<file path="src/rtl/fifo_pkg.sv">
// rtl/fifo_pkg.sv - shared constants and types for the FIFO read-side adapter
package fifo_pkg;

  localparam int DEFAULT_WIDTH = 16;
  localparam int FIFO_RD_LAT   = 1;
  localparam int BUF_DEPTH     = 2;

  typedef logic [1:0] occ_t;

endpackage

</file>
<file path="src/rtl/fifo_reader_if.sv">
// rtl/fifo_reader_if.sv - FIFO read port plus valid/ready output stream
interface fifo_reader_if
  import fifo_pkg::*;
#(
  parameter int WIDTH = DEFAULT_WIDTH
);

  logic [WIDTH-1:0] fifo_data_out;
  logic             fifo_empty;
  logic             fifo_get;
  logic [WIDTH-1:0] m_data;
  logic             m_valid;
  logic             m_ready;

  modport master (
    input  fifo_data_out, fifo_empty, m_ready,
    output fifo_get, m_data, m_valid
  );

  modport slave (
    output fifo_data_out, fifo_empty, m_ready,
    input  fifo_get, m_data, m_valid
  );

endinterface

</file>
<file path="src/rtl/fifo_reader_buf.sv">
// rtl/fifo_reader_buf.sv - 2-entry in-order register buffer, entry 0 is the oldest
module fifo_reader_buf
  import fifo_pkg::*;
#(
  parameter int WIDTH = DEFAULT_WIDTH
) (
  input  logic             clk,
  input  logic             reset,
  input  logic             push,
  input  logic [WIDTH-1:0] push_data,
  input  logic             pop,
  input  logic             clear,
  output logic [WIDTH-1:0] head_data,
  output occ_t             occ
);

  logic [WIDTH-1:0] mem_q [BUF_DEPTH];
  logic [WIDTH-1:0] mem_d [BUF_DEPTH];
  occ_t             occ_q;
  occ_t             occ_d;

  assign head_data = mem_q[0];
  assign occ       = occ_q;

  // Shift on pop so the head always sits in entry 0; push lands behind the last valid entry.
  always_comb begin
    mem_d = mem_q;
    occ_d = occ_q;
    if (clear) begin
      occ_d = '0;
    end else begin
      case ({push, pop})
        2'b10: begin
          mem_d[occ_q[0]] = push_data;
          occ_d           = occ_q + 2'd1;
        end
        2'b01: begin
          mem_d[0] = mem_q[1];
          occ_d    = occ_q - 2'd1;
        end
        2'b11: begin
          if (occ_q == 2'd1) begin
            mem_d[0] = push_data;
          end else begin
            mem_d[0] = mem_q[1];
            mem_d[1] = push_data;
          end
        end
        default: ;
      endcase
    end
  end

  // Buffer storage and occupancy registers.
  always_ff @(posedge clk) begin
    if (reset) begin
      mem_q <= '{default: '0};
      occ_q <= '0;
    end else begin
      mem_q <= mem_d;
      occ_q <= occ_d;
    end
  end

endmodule

</file>
<file path="src/rtl/fifo_reader.sv">
// rtl/fifo_reader.sv - drains a get/empty FIFO into a valid/ready stream; FIFO_READER_STATS_EN adds word_count
module fifo_reader #(
  parameter int WIDTH     = fifo_pkg::DEFAULT_WIDTH,
  parameter int BUF_DEPTH = fifo_pkg::BUF_DEPTH
) (
  input  logic           clk,
  input  logic           reset,
  input  logic           flush,
  fifo_reader_if.master  bus,
  output fifo_pkg::occ_t buf_count
`ifdef FIFO_READER_STATS_EN
  ,
  output logic [15:0]    word_count
`endif
);

  logic [fifo_pkg::FIFO_RD_LAT-1:0] inflight_q;
  logic [fifo_pkg::FIFO_RD_LAT-1:0] inflight_d;
  fifo_pkg::occ_t                   occ;
  logic [WIDTH-1:0]                 head_data;
  logic                             m_valid;
  logic                             pop_raw;
  logic                             pop_buf;
  logic                             capture;
  logic                             get;
  logic [2:0]                       level;

  assign m_valid     = (occ != 2'd0);
  assign bus.m_valid = m_valid;
  assign bus.m_data  = head_data;
  assign bus.fifo_get = get;
  assign buf_count   = occ;

  // Issue a get only if the word it returns is guaranteed a free slot next cycle.
  always_comb begin
    pop_raw    = m_valid && bus.m_ready;
    pop_buf    = pop_raw && !flush;
    capture    = inflight_q[0] && !flush;
    level      = {1'b0, occ} + {2'b00, inflight_q} - {2'b00, pop_raw};
    get        = !reset && !flush && !bus.fifo_empty && (level < 3'(BUF_DEPTH));
    inflight_d = get;
  end

  // A get issued this cycle means its data is on fifo_data_out next cycle.
  always_ff @(posedge clk) begin
    if (reset) begin
      inflight_q <= '0;
    end else begin
      inflight_q <= inflight_d;
    end
  end

  fifo_reader_buf #(
    .WIDTH(WIDTH)
  ) u_buf (
    .clk       (clk),
    .reset     (reset),
    .push      (capture),
    .push_data (bus.fifo_data_out),
    .pop       (pop_buf),
    .clear     (flush),
    .head_data (head_data),
    .occ       (occ)
  );

`ifdef FIFO_READER_STATS_EN
  logic [15:0] word_count_q;
  logic [15:0] word_count_d;

  assign word_count = word_count_q;

  // Count delivered words; flush-cycle pops are not deliveries, and flush leaves the count alone.
  always_comb begin
    word_count_d = word_count_q + {15'd0, pop_buf};
  end

  // Delivered-word counter register, wraps naturally at 16 bits.
  always_ff @(posedge clk) begin
    if (reset) begin
      word_count_q <= '0;
    end else begin
      word_count_q <= word_count_d;
    end
  end
`endif

endmodule

</file>
<file path="src/flat_wrapper.sv">
// flat-port wrapper written by rule: the top's interface ports become plain ports
module fifo_reader_flat 
#(
  parameter int WIDTH     = fifo_pkg::DEFAULT_WIDTH,
  parameter int BUF_DEPTH = fifo_pkg::BUF_DEPTH
)
  (clk, reset, flush, buf_count, bus_fifo_data_out, bus_fifo_empty, bus_m_ready, bus_fifo_get, bus_m_data, bus_m_valid);
  fifo_reader_if #(.WIDTH(WIDTH)) bus_i ();
  input  logic clk;
  input  logic reset;
  input  logic flush;
  output fifo_pkg::occ_t buf_count;
  input wire logic [$bits(bus_i.fifo_data_out)-1:0] bus_fifo_data_out;
  input wire logic [$bits(bus_i.fifo_empty)-1:0] bus_fifo_empty;
  input wire logic [$bits(bus_i.m_ready)-1:0] bus_m_ready;
  output wire logic [$bits(bus_i.fifo_get)-1:0] bus_fifo_get;
  output wire logic [$bits(bus_i.m_data)-1:0] bus_m_data;
  output wire logic [$bits(bus_i.m_valid)-1:0] bus_m_valid;
  assign bus_i.fifo_data_out = bus_fifo_data_out;
  assign bus_i.fifo_empty = bus_fifo_empty;
  assign bus_i.m_ready = bus_m_ready;
  assign bus_fifo_get = bus_i.fifo_get;
  assign bus_m_data = bus_i.m_data;
  assign bus_m_valid = bus_i.m_valid;
  fifo_reader #(.WIDTH(WIDTH), .BUF_DEPTH(BUF_DEPTH)) u_core (.clk(clk), .reset(reset), .flush(flush), .bus(bus_i), .buf_count(buf_count));
endmodule
</file>
<file path="config.mk">
export PLATFORM = sky130hd
export DESIGN_NAME = fifo_reader_flat
export DESIGN_NICKNAME = d
export VERILOG_FILES = /design/src/rtl/fifo_pkg.sv /design/src/rtl/fifo_reader_if.sv /design/src/rtl/fifo_reader_buf.sv /design/src/rtl/fifo_reader.sv /design/src/flat_wrapper.sv
export SDC_FILE = /design/constraint.sdc
export NUM_CORES = 1
export LEC_CHECK = 0
export BUFFER_PORTS_ARGS = -buffer_cell sky130_fd_sc_hd__buf_2
export CAP_MARGIN = 15
export CORE_ASPECT_RATIO = 0.9
export CORE_MARGIN = 5
export CORE_UTILIZATION = 47
export CTS_CLUSTER_SIZE = 10
export DETAILED_ROUTE_END_ITERATION = 12
export GPL_ROUTABILITY_DRIVEN = 0
export PLACE_DENSITY = 0.81
export RECOVER_POWER = 50
export SKIP_LAST_GASP = 1
export SLEW_MARGIN = 20
export SYNTH_ARGS = -nofsm -noshare
export SYNTH_HDL_FRONTEND = slang
export SYNTH_SLANG_ARGS = --single-unit
</file>
<file path="constraint.sdc">
create_clock -name clk -period 5.3 [get_ports clk]
set_clock_uncertainty 0.1 [all_clocks]
set_input_delay 1.06 -clock clk [delete_from_list [all_inputs] [get_ports clk]]
set_output_delay 1.06 -clock clk [all_outputs]
set_load 0.02 [all_outputs]
</file>
Word-level counts from Yosys, hierarchy flattened. Cells that the tools add are included.

Input bits: 21. Register bits: 35. Word-level logic and storage cells: 43.

Magnitude comparators: 3. Bitwise logic cells: 2. Mux-type cells: 8. Reduce and logical (&&, ||, !) cells: 17. Equal/unequal tests: 5. Add/subtract/negate cells: 4.

Operators by type and width (number): 16-bit 2-to-1 mux (3); 16-bit case mux with 3 select lines (1); 32-bit bitwise mux (1); 16-bit case mux with 2 select lines (1); 16-bit demux with 1-bit select (1); 1-bit logical AND (7); 2-bit nonzero test (3); 2-bit by 1-bit == test with 1-bit output (second input constant) (2); 2-bit == test (second input constant) (2); 2-bit case mux with 2 select lines (1); 2-bit by 1-bit adder with 3-bit output (1); 1-bit zero test (3); 3-bit by 2-bit less-than comparator with 1-bit output (second input constant) (1); 3-bit AND reduction (1); 3-bit nonzero test (1); 3-bit by 1-bit subtractor with 3-bit output (1); 2-bit by 1-bit adder with 2-bit output (second input constant) (1); 2-bit >= comparator (second input constant) (1); 2-bit by 1-bit less-than comparator with 1-bit output (second input constant) (1); 2-bit inequality test (second input constant) (1); 1-bit NOT with 2-bit output (1); 2-bit AND reduction (1); 2-bit OR reduction (1); 2-bit by 1-bit subtractor with 2-bit output (second input constant) (1); 1-bit NOT (1).

Longest topological paths before layout.
Depth in word-level cells: 7. Gate-level depth with buffers: 16. Depth with buffers taken out: 10.

Cells and area by module. A second synthesis with hierarchy kept.

Cells, all modules: 213. Area total of the unflattened synthesis: 2023.2 µm².

Modules (own cells, without submodules): fifo_reader_buf (instances 1, area each 1901.8 µm², cells each 200); fifo_reader (instances 1, area each 121.4 µm², cells each 13).

Worst setup path before layout. OpenSTA, ideal clock, no wires.

Kind: flip-flop to output port. Start: register u_core.u_buf.occ_q[0] (netlist: u_core.u_buf.occ[0]). End: output bus_fifo_get. Arrival: 2935 ps. Stages on the path, launching flop included: 10. Slack: 1205 ps. Path buffers: 1. Required time: 4140 ps. Path through: dfxtp_1 > clkinv_1 > clkbuf_1 > ha_1 > nand2b_1 > nor2_1 > o21ai_0 > fa_1 > nand2b_1 > nor4_1.

Cells in the longest elaborated chain, start to end: 5. Elaborated cells on any way between the ends: 6. Classes of those cells: add/sub (2); order compare (1); reduce/logical (3).

Ends and longest elaborated chain: from (decl) (RTL line fifo_reader_buf.sv:19) `occ_t occ_q;`; from (signal assigned) (RTL line fifo_reader_buf.sv:58) `occ_q <= '0;`; from (signal assigned) (RTL line fifo_reader_buf.sv:61) `occ_q <= occ_d;`; parallel branches: the longest is 2 deep, another holds 2-bit by 1-bit adder with 3-bit output; 3-bit by 1-bit subtractor with 3-bit output (*) (RTL line fifo_reader.sv:39) `level = {1'b0, occ} + {2'b00, inflight_q} - {2'b00, pop_raw};`; 3-bit by 2-bit less-than comparator with 1-bit output (*) (RTL line fifo_reader.sv:40) `get = !reset && !flush && !bus.fifo_empty && (level < 3'(BUF_DEPTH));`; 1-bit logical AND (*) (RTL line fifo_reader.sv:40); to (decl) (RTL line flat_wrapper.sv:16) `output wire logic [$bits(bus_i.fifo_get)-1:0] bus_fifo_get;`.

Every way passes the cells marked *.

Final worst setup path.
Start: register u_core.u_buf.occ_q[0] (netlist: u_core.u_buf.occ[0]). End: register u_core.u_buf.mem_q, in the netlist u_core.u_buf.head_data[2].

Cells in the longest elaborated chain, start to end: 7. Elaborated cells on any way between the ends: 18. Classes of those cells: order compare (2); eq/ne (4); mux (5); bitwise (1); reduce/logical (6).

Ends and longest elaborated chain: 1-bit NOT with 2-bit output (not written as such) (RTL line fifo_reader_buf.sv:34) `mem_d[occ_q[0]] = push_data;`; 2-bit >= comparator (not written as such) / 2-bit by 1-bit less-than comparator with 1-bit output (equally long branches) (RTL line fifo_reader_buf.sv:34); 1-bit logical AND (not written as such) (RTL line fifo_reader_buf.sv:34); 16-bit 2-to-1 mux (not written as such) (RTL line fifo_reader_buf.sv:34); 16-bit demux with 1-bit select (RTL line fifo_reader_buf.sv:34); 32-bit bitwise mux (RTL line fifo_reader_buf.sv:34); 16-bit case mux with 3 select lines (RTL line fifo_reader_buf.sv:32) `case ({push, pop})`; to (signal assigned) (RTL line fifo_reader_buf.sv:60) `mem_q <= mem_d;`; to (decl) (RTL line fifo_reader_buf.sv:17) `logic [WIDTH-1:0] mem_q [BUF_DEPTH];`.

Parallel ways exist; a longest one is shown, timed or not. A chain may end at the register's enable or synchronous reset.

==> results by group <==
Synth
  – Warnings from Yosys: 0
  – Syn Area/Cell: 9.15 sq um
  – Syn Std Cell Area: ~1800 sq um
  – Sequential share of the synthesized area: 38.1%
  – Yosys reg bits: 35
  – Post-synth top area share: between 30% and 40%
  – Yosys top cell by area: dfxtp_1
  – Post-Synthesis Cells: ~200
  – Syn nets: roughly 230
  – Asr flop ratio synth: 0%
  – Synth top area cells: dfxtp_1 (38%), a221o_1 (8.7%), a32o_1 (8.7%), a21o_1 (6.5%), buf_4 (6.5%)
  – Number of synthesized flops with an enable pin: 0
  – Netlist cell types: 31
  – Predominant post-synthesis flop cell: dfxtp_1

Cells and area
  – Seq. cell area: 701 sq um
  – Fillers: between 300 and 400
  – # diodes: 0
  – Multi-input logic area: 913 sq um
  – Core Util, Final: 52.3%
  – Most common cell after layout, fill and taps aside: dfxtp_1
  – Post-route insts no fill: between 200 and 300
  – Layout cells sized above 1: about 14%
  – Post-layout net count: 245
  – Most frequent cells in the layout: dfxtp_1 (35), nand2_1 (32), buf_2 (21)
  – Final Cell Area: between 1500 and 2000 sq um
  – Area delta synth->final: 6.87%

STA
  – Final Cycle Share: a little over four fifths
  – Hold Violations, Final: 0
  – Tmin final: about 4.5 ns
  – Setup ws final: around 0.84 ns
  – Worst Max-Slew Pin Slew: between 0.7 and 0.8 ns
  – Final Setup Violations: 0
  – Hold_ws: around 0.36 ns
  – F_max: about 0.22 GHz
  – Relative slew slack: around half
  – Pins Over Slew Limit: 0
  – RSZ-0062 raised after global routing: false
  – TNS Setup: 0 ns

Clock tree
  – Hold_buf cts: 0
  – Postcts setup bufs: 0
  – Clock sinks: 35
  – PostCTS Resize Cnt: 0
  – Num CTS Buffers: 5
  – H-tree levels: 2
  – CTS clk-pin slew, worst paths: 0.07 ns
  – CTS tree: yes
  – Max Root-Sink Buffers: 2
  – CTS root buffer: clkbuf_8
  – Worst-skew pair later-pin latency: roughly 0.28 ns

Worst setup path
  – Worst-path fanout max: 19
  – Crit-path max cell delay: between 0.6 and 0.7 ns
  – CP Cell Sequence: clkinv_1 -> ha_1 -> nor2b_1 -> clkbuf_1 -> nand2b_1 -> inv_1 -> ha_1 -> nor2b_1 -> or2_1 -> a221o_1 -> a32o_1
  – Setup crit end kind: flop
  – Worst path slowest cell: nand2b_1
  – WP buf/inv: 3
  – Critical path required time: 5.43 ns
  – Crit Path Category: flop to flop
  – Top Family by Delay on Critical Path: simple AND/OR/NAND/NOR gates
  – Setup crit start kind: flop
  – Arr. time, crit path: roughly 4.6 ns

GRT
  – Overflow after GRT: 0
  – GRT Util Overall: approximately 16%
  – Largest net degree at the start of global routing: 23
  – Vias in the first global route: 1519
  – First-pass GRT wire length: between 7000 and 8000 um
  – Initial antenna violation count: 0

Drt
  – DRC: 0
  – Via count: around 1500
  – Routed met2 length: between 1500 and 2000 um
  – Antenna viol nets, final: 0
  – DRT met1 WL: between 1500 and 2000 um
  – DRT iter0 DRCs: between 100 and 150
  – DRT Pass-1 Iters: 4
  – Max layer used: met4
  – Routed vias/inst: roughly 5.7
  – Met3 Wirelength: ~260 um
  – Post-Route WL: a little over 4000 um
  – Post-DR wirelength/cell: 15.4 um

Power and ir drop
  – Power Total: between 500 and 600 uW
  – Pleak: between 0.8 and 0.9 nW
  – Pwr Density: about 260 nW/um^2
  – Max IR drop VDD: 0.0973 mV

Die
  – I/O pin cnt: 41
  – Core region area: approximately 3800 sq um
  – Row count: 21
  – Die span in x: roughly 76 um
  – Die height: between 60 and 70 um
  – Initial Utilization: just under 50%
  – Die area: ~5300 sq um

Placement
  – PortBufs: 40
  – Placed instance count: ~260
  – Placed instance area: approximately 1900 sq um
  – Post-DP HPWL: 2600 um
  – Pre-CTS WS: 1.36 ns

Hold path
  – Hold Path Class: flop to flop

Run
  – Max Cap Viol: 0

Run status
  – Status: complete, no violations
[power breakdown]
group	total [mW]	internal (mW)	leakage, nW	switching, mW
logic	0.0446	0.0185	0.496	0.0261
clock network	0.195	0.102	0.0470	0.0933
registers	0.268	0.266	0.282	0.00178
total	0.507	0.386	0.826	0.121
[sequential cells by signal (all words and copies together), names as in the netlist]
signal / flops
u_core.inflight_q: 1
u_core.u_buf.mem_q: 16
u_core.u_buf.occ: 2
u_core.u_buf.head_data: 16
[worst min-delay path: stages (launching register included)]
cell and delay (ns):
dfxtp_1 0.31, nand2_1 0.05, a21oi_1 0.05
[cell type report]
class	instances	share of cell area, %
timing repair buffer	42	9.55
sequential	35	35.6
multi-input combinational	128	46.5
tap	46	2.93
clock buffer	6	4.20
inverter	5	0.955
clock inverter	1	0.255
[kinds of logic after synthesis]
logic type | count (synthesis) | share of synthesized area, %
AOI/OAI and AO/OA | 69 | 30.4
and+or+nand+nor | 49 | 12.3
buffers and inverters | 38 | 12.6
DFF | 35 | 38.1
adders and majority gates | 7 | 5.17
xor gates and xnor gates | 3 | 1.43
[path summary, 6_finish.rpt]
kind	slack, ns	depth (start not counted)	start	end
setup / recovery	0.84	11	u_core.u_buf.occ[0]$_SDFFE_PP0P_	u_core.u_buf.head_data[2]$_SDFFE_PP0P_
hold / removal	0.36	2	u_core.u_buf.mem_q[4]$_SDFFE_PP0P_	u_core.u_buf.mem_q[4]$_SDFFE_PP0P_
setup reg to reg	0.84	11	u_core.u_buf.occ[0]$_SDFFE_PP0P_	u_core.u_buf.head_data[2]$_SDFFE_PP0P_
hold reg to reg	0.36	2	u_core.u_buf.mem_q[4]$_SDFFE_PP0P_	u_core.u_buf.mem_q[4]$_SDFFE_PP0P_
[per-layer routing]
metal  track usage, %  up-vias
met5                0        -
met4             5.93        0
met3             5.19        8
met2             26.0       39
met1             20.8      719
li1                 -      744
[cells in the mapped netlist (2+ instances only)]
master	count
nor4_1	2
buf_4	16
buf_2	5
inv_1	4
dfxtp_1	35
a32o_1	16
buf_6	3
nand2_1	32
ha_1	6
nor2_1	3
a21o_1	16
nand2b_1	4
a221o_1	16
nor3_1	2
a21oi_1	16
clkbuf_1	9
xnor2_1	2
(Power assumes the default switching activity.)
